===== src/rtl/framed_shift_register_pkg.sv =====
// framed_shift_register_pkg: shared definitions for the framed shift register.
// Shift direction encodings, frame tracker state type and a constant clog2.
package framed_shift_register_pkg;

  // Encodings used on the dir input.
  localparam logic SHIFT_DIR_LEFT  = 1'b0;
  localparam logic SHIFT_DIR_RIGHT = 1'b1;

  // Frame tracker states: IDLE means no shift accepted in the current frame.
  typedef enum logic [0:0] {
    FRAME_IDLE     = 1'b0,
    FRAME_SHIFTING = 1'b1
  } frame_state_e;

  // Ceiling log2 for sizing counters at elaboration time.
  function automatic int clog2(input int value);
    int result;
    result = 0;
    while ((32'sd1 <<< result) < value) begin
      result = result + 32'sd1;
    end
    return result;
  endfunction

endpackage


===== src/rtl/framed_shift_register_sr_frame_ctr.sv =====
// framed_shift_register_sr_frame_ctr: counts accepted shifts within a frame
// and strobes frame_done for one cycle after the frame's last shift.
// frame_wrap is the combinational "this edge completes a frame" flag used by
// the parent to capture the completed word on the same edge.
module framed_shift_register_sr_frame_ctr
  import framed_shift_register_pkg::*;
#(
  parameter int FRAME_LEN = 8,
  parameter int CNT_W     = clog2(FRAME_LEN + 1)
) (
  input  logic             clk,
  input  logic             rst,
  input  logic             clr,
  input  logic             shift_en,
  output logic [CNT_W-1:0] frame_cnt,
  output logic             frame_done,
  output logic             frame_wrap
);

  localparam logic [CNT_W-1:0] LAST_CNT = CNT_W'(FRAME_LEN - 1);

  frame_state_e     state_r, state_s;
  logic [CNT_W-1:0] cnt_r, cnt_s;
  logic             done_r, done_s;
  logic             wrap_s;

  // State, count and strobe registers; reset aborts any frame in progress.
  always_ff @(posedge clk or negedge rst) begin
    if (!rst) begin
      state_r <= FRAME_IDLE;
      cnt_r   <= {CNT_W{1'b0}};
      done_r  <= 1'b0;
    end else begin
      state_r <= state_s;
      cnt_r   <= cnt_s;
      done_r  <= done_s;
    end
  end

  // Next-state logic: clear restarts the frame, an accepted shift advances it.
  always_comb begin
    state_s = state_r;
    cnt_s   = cnt_r;
    done_s  = 1'b0;
    wrap_s  = 1'b0;
    if (clr) begin
      state_s = FRAME_IDLE;
      cnt_s   = {CNT_W{1'b0}};
    end else if (shift_en) begin
      case (state_r)
        FRAME_IDLE, FRAME_SHIFTING: begin
          if (cnt_r == LAST_CNT) begin
            // Last shift of the frame (or every shift when FRAME_LEN is 1).
            state_s = FRAME_IDLE;
            cnt_s   = {CNT_W{1'b0}};
            done_s  = 1'b1;
            wrap_s  = 1'b1;
          end else begin
            state_s = FRAME_SHIFTING;
            cnt_s   = cnt_r + CNT_W'(1);
          end
        end
        default: begin
          state_s = FRAME_IDLE;
          cnt_s   = {CNT_W{1'b0}};
        end
      endcase
    end else begin
      state_s = state_r;
      cnt_s   = cnt_r;
    end
  end

  assign frame_cnt  = cnt_r;
  assign frame_done = done_r;
  assign frame_wrap = wrap_s;

endmodule


===== src/rtl/framed_shift_register.sv =====
// framed_shift_register: universal shift register (left/right shift, parallel
// load, serial out) with a frame tracker that captures each completed word.
// Optional feature macro: FRAMED_SR_PARITY_EN adds a registered odd-parity
// output over the sin bits of each completed frame.
module framed_shift_register
  import framed_shift_register_pkg::*;
#(
  parameter int             W         = 8,
  parameter int             SHIFT_W   = 1,
  parameter logic [W-1:0]   RESET_VAL = {W{1'b0}},
  parameter int             FRAME_LEN = W / SHIFT_W,
  localparam int            CNT_W     = clog2(FRAME_LEN + 1)
) (
  input  logic               clk,
  input  logic               rst,
  input  logic               clr,
  input  logic               load,
  input  logic [W-1:0]       load_d,
  input  logic               shift_en,
  input  logic               dir,
  input  logic [SHIFT_W-1:0] sin,
  output logic [W-1:0]       q,
  output logic [SHIFT_W-1:0] sout,
  output logic [CNT_W-1:0]   frame_cnt,
  output logic               frame_done,
`ifdef FRAMED_SR_PARITY_EN
  output logic               parity,
`endif
  output logic [W-1:0]       word
);

  logic [W-1:0] q_r;
  logic [W-1:0] word_r;
  logic [W-1:0] q_shift_s;
  logic         frame_rst_s;
  logic         wrap_s;

  // Load and clear both restart the frame and discard a simultaneous shift.
  assign frame_rst_s = clr | load;

  framed_shift_register_sr_frame_ctr #(
    .FRAME_LEN (FRAME_LEN),
    .CNT_W     (CNT_W)
  ) u_sr_frame_ctr (
    .clk        (clk),
    .rst        (rst),
    .clr        (frame_rst_s),
    .shift_en   (shift_en),
    .frame_cnt  (frame_cnt),
    .frame_done (frame_done),
    .frame_wrap (wrap_s)
  );

  // Post-shift register value for the current direction.
  always_comb begin
    q_shift_s = q_r;
    if (dir == SHIFT_DIR_RIGHT) begin
      q_shift_s = {sin, q_r[W-1:SHIFT_W]};
    end else begin
      q_shift_s = {q_r[W-1-SHIFT_W:0], sin};
    end
  end

  // Serial output: the bits that would leave on the next shift.
  always_comb begin
    sout = {SHIFT_W{1'b0}};
    if (dir == SHIFT_DIR_LEFT) begin
      sout = q_r[W-1 -: SHIFT_W];
    end else begin
      sout = q_r[SHIFT_W-1:0];
    end
  end

  // Main data register with clear > load > shift priority.
  always_ff @(posedge clk or negedge rst) begin
    if (!rst) begin
      q_r <= RESET_VAL;
    end else if (clr) begin
      q_r <= RESET_VAL;
    end else if (load) begin
      q_r <= load_d;
    end else if (shift_en) begin
      q_r <= q_shift_s;
    end else begin
      q_r <= q_r;
    end
  end

  // Completed-word capture; wrap is already suppressed by clear/load.
  always_ff @(posedge clk or negedge rst) begin
    if (!rst) begin
      word_r <= RESET_VAL;
    end else if (wrap_s) begin
      word_r <= q_shift_s;
    end else begin
      word_r <= word_r;
    end
  end

  assign q    = q_r;
  assign word = word_r;

`ifdef FRAMED_SR_PARITY_EN
  logic par_run_r;
  logic par_r;

  // Odd-parity bit over a running XOR plus the incoming bits.
  function automatic logic odd_par_bit(input logic run,
                                       input logic [SHIFT_W-1:0] bits);
    return ~(run ^ (^bits));
  endfunction

  // Running XOR of accepted sin bits; captured as odd parity at completion.
  always_ff @(posedge clk or negedge rst) begin
    if (!rst) begin
      par_run_r <= 1'b0;
      par_r     <= 1'b0;
    end else if (frame_rst_s) begin
      par_run_r <= 1'b0;
      par_r     <= 1'b0;
    end else if (wrap_s) begin
      par_r     <= odd_par_bit(par_run_r, sin);
      par_run_r <= 1'b0;
    end else if (shift_en) begin
      par_run_r <= par_run_r ^ (^sin);
    end else begin
      par_run_r <= par_run_r;
    end
  end

  assign parity = par_r;
`endif

endmodule

===== config.mk =====
export PLATFORM = sky130hd
export DESIGN_NAME = framed_shift_register
export DESIGN_NICKNAME = d
export VERILOG_FILES = /design/src/rtl/framed_shift_register_pkg.sv /design/src/rtl/framed_shift_register_sr_frame_ctr.sv /design/src/rtl/framed_shift_register.sv
export SDC_FILE = /design/constraint.sdc
export NUM_CORES = 1
export LEC_CHECK = 0
export CORE_MARGIN = 3
export CORE_UTILIZATION = 46
export CTS_CLUSTER_SIZE = 10
export DETAILED_ROUTE_END_ITERATION = 10
export DONT_BUFFER_PORTS = 1
export PLACE_DENSITY = 0.61
export SETUP_SLACK_MARGIN = 0.2
export SYNTH_ARGS = -nofsm -noshare
export SYNTH_HDL_FRONTEND = slang
export SYNTH_SLANG_ARGS = --single-unit

===== constraint.sdc =====
create_clock -name clk -period 1.89 [get_ports clk]
set_clock_uncertainty 0.1 [all_clocks]
set_input_delay 0.378 -clock clk [delete_from_list [all_inputs] [get_ports clk]]
set_output_delay 0.378 -clock clk [all_outputs]
set_load 0.05 [all_outputs]

* Word level (Yosys, flattened, before mapping)
Cells that the tools add are included.
** Storage, ports and cells
- Output and inout port bits :: 22
- Word-level logic and storage cells :: 20
- Input port bits :: 15
- Register bits :: 21
** Cells by class
- Muxes and demuxes :: 11
- $add $sub $neg :: 1
- Equal/unequal tests :: 1
- Reduce and logical (&&, ||, !) cells :: 2
- Bitwise operators :: 1
** Operators by type and width (number)
- $mux W8 :: 4
- $mux W4 :: 3
- $add A4 B1 Y4 const B :: 1
- $eq A4 B3 Y1 const B :: 1
- $mux W1 :: 4
- $reduce_bool A3 Y1 :: 1
- $reduce_bool A2 Y1 :: 1
- $or A1 B1 Y1 :: 1

* Longest topological paths before layout
- Word-level depth :: 4
- Depth in mapped cells :: 5
- Mapped depth without buffers :: 4

* Cells and area by module
Synthesis repeated with hierarchy kept, for this count alone.
** Unflattened totals
- Cells, all modules :: 91
- Area total of the unflattened synthesis :: 1093.5 µm²
** By module, submodules not included
- framed_shift_register :: instances 1, area each 839.6 µm², sequential area each 400.4 µm², cells an instance 70
- framed_shift_register_sr_frame_ctr :: instances 1, area each 254.0 µm², sequential area each 125.1 µm², cells an instance 21

* Worst setup path before layout
No wires, ideal clock.
- Path type :: register -> register
- Start :: register u_sr_frame_ctr.cnt_r[0] (netlist: u_sr_frame_ctr.frame_cnt[0])
- End :: register word_r[4] (netlist: word[4])
- Setup time :: 0.125 ns
- Data arrival time :: 1.642 ns
- Required time :: 1.665 ns
- Cell stages (with the launch flop) :: 6
- Period minus slack after synthesis :: 1.867 ns
- Setup slack :: 0.023 ns
- Buffers on the path :: 1
- Cell sequence :: dfrtp_1 -> ha_1 -> nand2_1 -> nor4_4 -> buf_6 -> mux2_4
** On the way
- Word-level cells in the longest chain between the ends :: 4
** RTL lines
- from (decl) :: RTL line framed_shift_register_sr_frame_ctr.sv:23 : logic [CNT_W-1:0] cnt_r, cnt_s;
- from (signal assigned) :: RTL line framed_shift_register_sr_frame_ctr.sv:31 : cnt_r <= {CNT_W{1'b0}};
- from (signal assigned) :: RTL line framed_shift_register_sr_frame_ctr.sv:35 : cnt_r <= cnt_s;
- $eq A4 B3 Y1 :: RTL line framed_shift_register_sr_frame_ctr.sv:52 : if (cnt_r == LAST_CNT) begin
- $mux W1 (3 in a row)
- via u_sr_frame_ctr.done_s :: RTL line framed_shift_register_sr_frame_ctr.sv:24 : logic done_r, done_s;
- to (signal assigned) :: RTL line framed_shift_register.sv:94 : word_r <= q_shift_s;
- to (signal assigned) :: RTL line framed_shift_register.sv:96 : word_r <= word_r;
- to (decl) :: RTL line framed_shift_register.sv:33 : logic [W-1:0] word_r;
The timed path passes the listed nets, and every way through them passes these cells.
A chain may end at the register's enable or synchronous reset.

* Final worst setup path
- Start :: register q_r[7] (netlist: q[7])
- End :: output port sout
** On the way
- Word-level cells in the longest chain between the ends :: 1
** RTL lines
- from (decl) :: RTL line framed_shift_register.sv:32 : logic [W-1:0] q_r;
- from (signal assigned) :: RTL line framed_shift_register.sv:81 : q_r <= load_d;
- from (signal assigned) :: RTL line framed_shift_register.sv:83 : q_r <= q_shift_s;
- from (signal assigned) :: RTL line framed_shift_register.sv:85 : q_r <= q_r;
- $mux W1 :: RTL line framed_shift_register.sv:67 : if (dir == SHIFT_DIR_LEFT) begin
- to (decl) :: RTL line framed_shift_register.sv:23 : output logic [SHIFT_W-1:0] sout,
No other way between the ends.

==> summary.txt <==
Run status
  • Status: complete, no violations

Clock network
  • CTS tree: yes
  • Max Root-Sink Buffers: 2
  • Total clock sinks: 21
  • Worst-path clk slew: 140 ps
  • H-tree Lvls: 1
  • Post-CTS setup buffers: 0
  • Num CTS Buffers: 3
  • Skew-Pair Late Insertion Delay: between 300 and 400 ps
  • Root buffer cell: clkbuf_4
  • Post-CTS Hold Fix Bufs: 1
  • Resized cells post-CTS: 0

Worst setup path
  • Crit path buf inv count: 0
  • CP Capture Type: output pin
  • Req. time, crit path: roughly 1400 ps
  • CP startpoint kind: register
  • CP max FO: 4
  • Setup CP Type: register to output pin
  • CP arrival: 1150 ps
  • Worst path slowest cell: dfrtp_1
  • Critical R2R Launch: u_sr_frame_ctr.frame_cnt[0]
  • CP max stage delay: ~430 ps
  • R2R depth: 5
  • Crit path launch: q[7]
  • Cell depth of the worst setup path: 1
  • Critical path's top delay family: flip-flops
  • Critical-path cell list: mux2_2

Power
  • Sw frac: 0.312
  • Pwr/cell area: 710 nW/um2
  • Final Power: 0.863 mW
  • Comb power frac: 0.181
  • Switching power total: 0.270 mW
  • Clock power share: 0.265
  • Pint: 0.594 mW
  • Peak VDD IR: between 0.5 and 0.6 mV
  • Sequential Power Share: 0.554
  • Leakage power: 0.600 nW

Yosys
  • Seq/Total Area, Yosys: 0.501
  • Synth Area in Adders: 0.0119
  • Simple logic cell fraction of the synthesized area: 0.115
  • Yosys warns: 0
  • Cells after Synth: 95
  • Mapped Nets: 111
  • Synthesized area: 1050 um2
  • Avg Inst Size Synth: 11.0 um2
  • Yosys reg bits: 21
  • Post-synthesis xor/xnor area fraction: 0.00835
  • Complex-gate fraction of the synthesized area: 0.112
  • Post-synthesis cell type count: 23
  • Largest family of logic cells by synthesized area: multiplexers
  • Mux cell area share after synthesis: 0.191

Finish
  • Ant. Diodes: 0
  • Share of layout cells above drive strength 1: 0.294
  • Fillers: 179
  • Area Growth Syn to Fin: 15.9%
  • Nets: 126
  • Sequential cell area: 529 um2
  • Multi-input gate area: 472 um2

Hold path
  • Hold Path Depth: 1
  • Hold path start: load_d[0]
  • Min-Delay Path Class: input port to register

Timing
  • Hold Vio Cnt, Final: 0
  • Crit path time final: 1630 ps
  • Final-report setup violation count: 0
  • Relative slew slack: 0.353
  • Max-slew violation count: 0
  • RSZ-0062 raised after global routing: no
  • Final period util: 0.863
  • F_max: between 600 and 700 MHz
  • Worst Max-Slew Pin Slew: 967 ps
  • Worst hold slack: roughly 63 ps
  • Setup TNS: 0 ps

Placement
  • Final GP Congestion: a little under 0.8
  • Post-DP HPWL: around 1800 um
  • PortBufs: 0

Route
  • DR iter-0 viols: 19
  • WL final: 2390 um
  • Avg WL per Cell: ~18 um
  • Drt first pass iters: 4
  • Number of routed nets with antenna violations: 0
  • Residual DRC: 0
  • Via density: 5.51
  • Via count: 749

Die
  • I/O Pins: 37
  • Core Region: 2060 um2
  • Initial Util: 0.508
  • Die W: between 50 and 60 um
  • Row cnt: 16
  • Die ar.: just under 3000 um2
  • Die Y: between 50 and 60 um

Global routing
  • Pin count of the biggest net entering global routing: 22
  • GR Overflow Total: 0
  • Tot GR Track Use: 0.192
  • Initial antenna violation count: 0
  • Vias in the first global route: 769
  • Global-route wire length before repair: 3960 um

Run
  • Max-cap viol count: 0
## synthesized netlist by cell type, drive strengths merged
| library cell | n | area share |
|---|---|---|
| a211oi | 5 | 0.036 |
| a21o | 5 | 0.036 |
| a21oi | 2 | 0.0095 |
| a311o | 1 | 0.0095 |
| buf | 5 | 0.029 |
| clkbuf | 1 | 0.0036 |
| dfrtp | 21 | 0.50 |
| ha | 1 | 0.012 |
| inv | 8 | 0.029 |
| mux2 | 7 | 0.086 |
| mux2i | 11 | 0.11 |
| nand2 | 6 | 0.021 |
| nand4 | 1 | 0.0060 |
| nor2 | 13 | 0.047 |
| nor2b | 1 | 0.0060 |
| nor4 | 1 | 0.020 |
| o31ai | 3 | 0.021 |
| or2 | 1 | 0.0084 |
| or3 | 1 | 0.0060 |
| xnor2 | 1 | 0.0084 |
## cells in the final DEF, fill, tap and decap left out, types with 2 or more instances in the layout
cell type | Yosys | layout
a211oi_1 | 5 | 5
a21o_1 | 5 | 5
a21oi_1 | 2 | 2
buf_4 | 0 | 15
clkbuf_4 | 0 | 3
dfrtp_1 | 21 | 18
dfrtp_2 | 0 | 3
inv_1 | 8 | 8
mux2_2 | 4 | 4
mux2_4 | 3 | 3
mux2i_1 | 11 | 11
nand2_1 | 6 | 6
nor2_1 | 13 | 13
o31ai_1 | 3 | 3
## power groups by stage
stage / registers (mW) / logic [mW] / clock network (mW)
floorplan: 0.533 / 0.0688 / 0
global placement: 0.486 / 0.145 / 0
detailed placement: 0.487 / 0.148 / 0
CTS: 0.478 / 0.159 / 0.230
global route: 0.480 / 0.169 / 0.249
finish: 0.478 / 0.156 / 0.229
## registers in the layout, indices dropped and copies added (netlist names)
signal / flops
q: 8
u_sr_frame_ctr.frame_cnt: 4
u_sr_frame_ctr.frame_done: 1
word: 8
## final timing paths
check                           slack, ps                     endpoint
max in group asynchronous             480  u_sr_frame_ctr.frame_cnt[1]
worst min-delay path                   60                         q[0]
worst min register to register        530                         q[7]
worst max register to register        310                      word[2]
min in group asynchronous             540                         q[3]
worst max-delay path                  260                         sout
## through the flow
| stage | util | cell area [um2] | setup slack, ps | std cells |
|---|---|---|---|---|
| floorplan | - | 1060 | 222 | 95 |
| global placement | 0.571 | 1180 | 297 | 131 |
| detailed placement | 0.571 | 1180 | 222 | 131 |
| CTS | 0.589 | 1210 | 257 | 136 |
| global route | 0.589 | 1210 | 209 | 136 |
| finish | 0.589 | 1210 | 259 | 136 |
## final cells by class
class,count,area share
well taps,27,0.0278
multi-input cells,60,0.388
clock buffers,3,0.0185
repair buffers,16,0.101
inverters,8,0.0247
clock inverters,1,0.00412
flip-flops and latches,21,0.436
## logic make-up after synthesis
kind of cell	after synthesis
fa+ha+maj	1
xor+xnor	1
buf+inv	14
compound gates	16
flops	21
simple gates	24
mux	18
## per-layer routing
layer	wire length, um	part of all wire	global-route usage
met1	1170	0.49	0.284
met2	1010	0.42	0.272
met3	184	0.077	0.0471
met4	27	0.011	0.0638
met5	0	0	0
(Power assumes the default switching activity.)
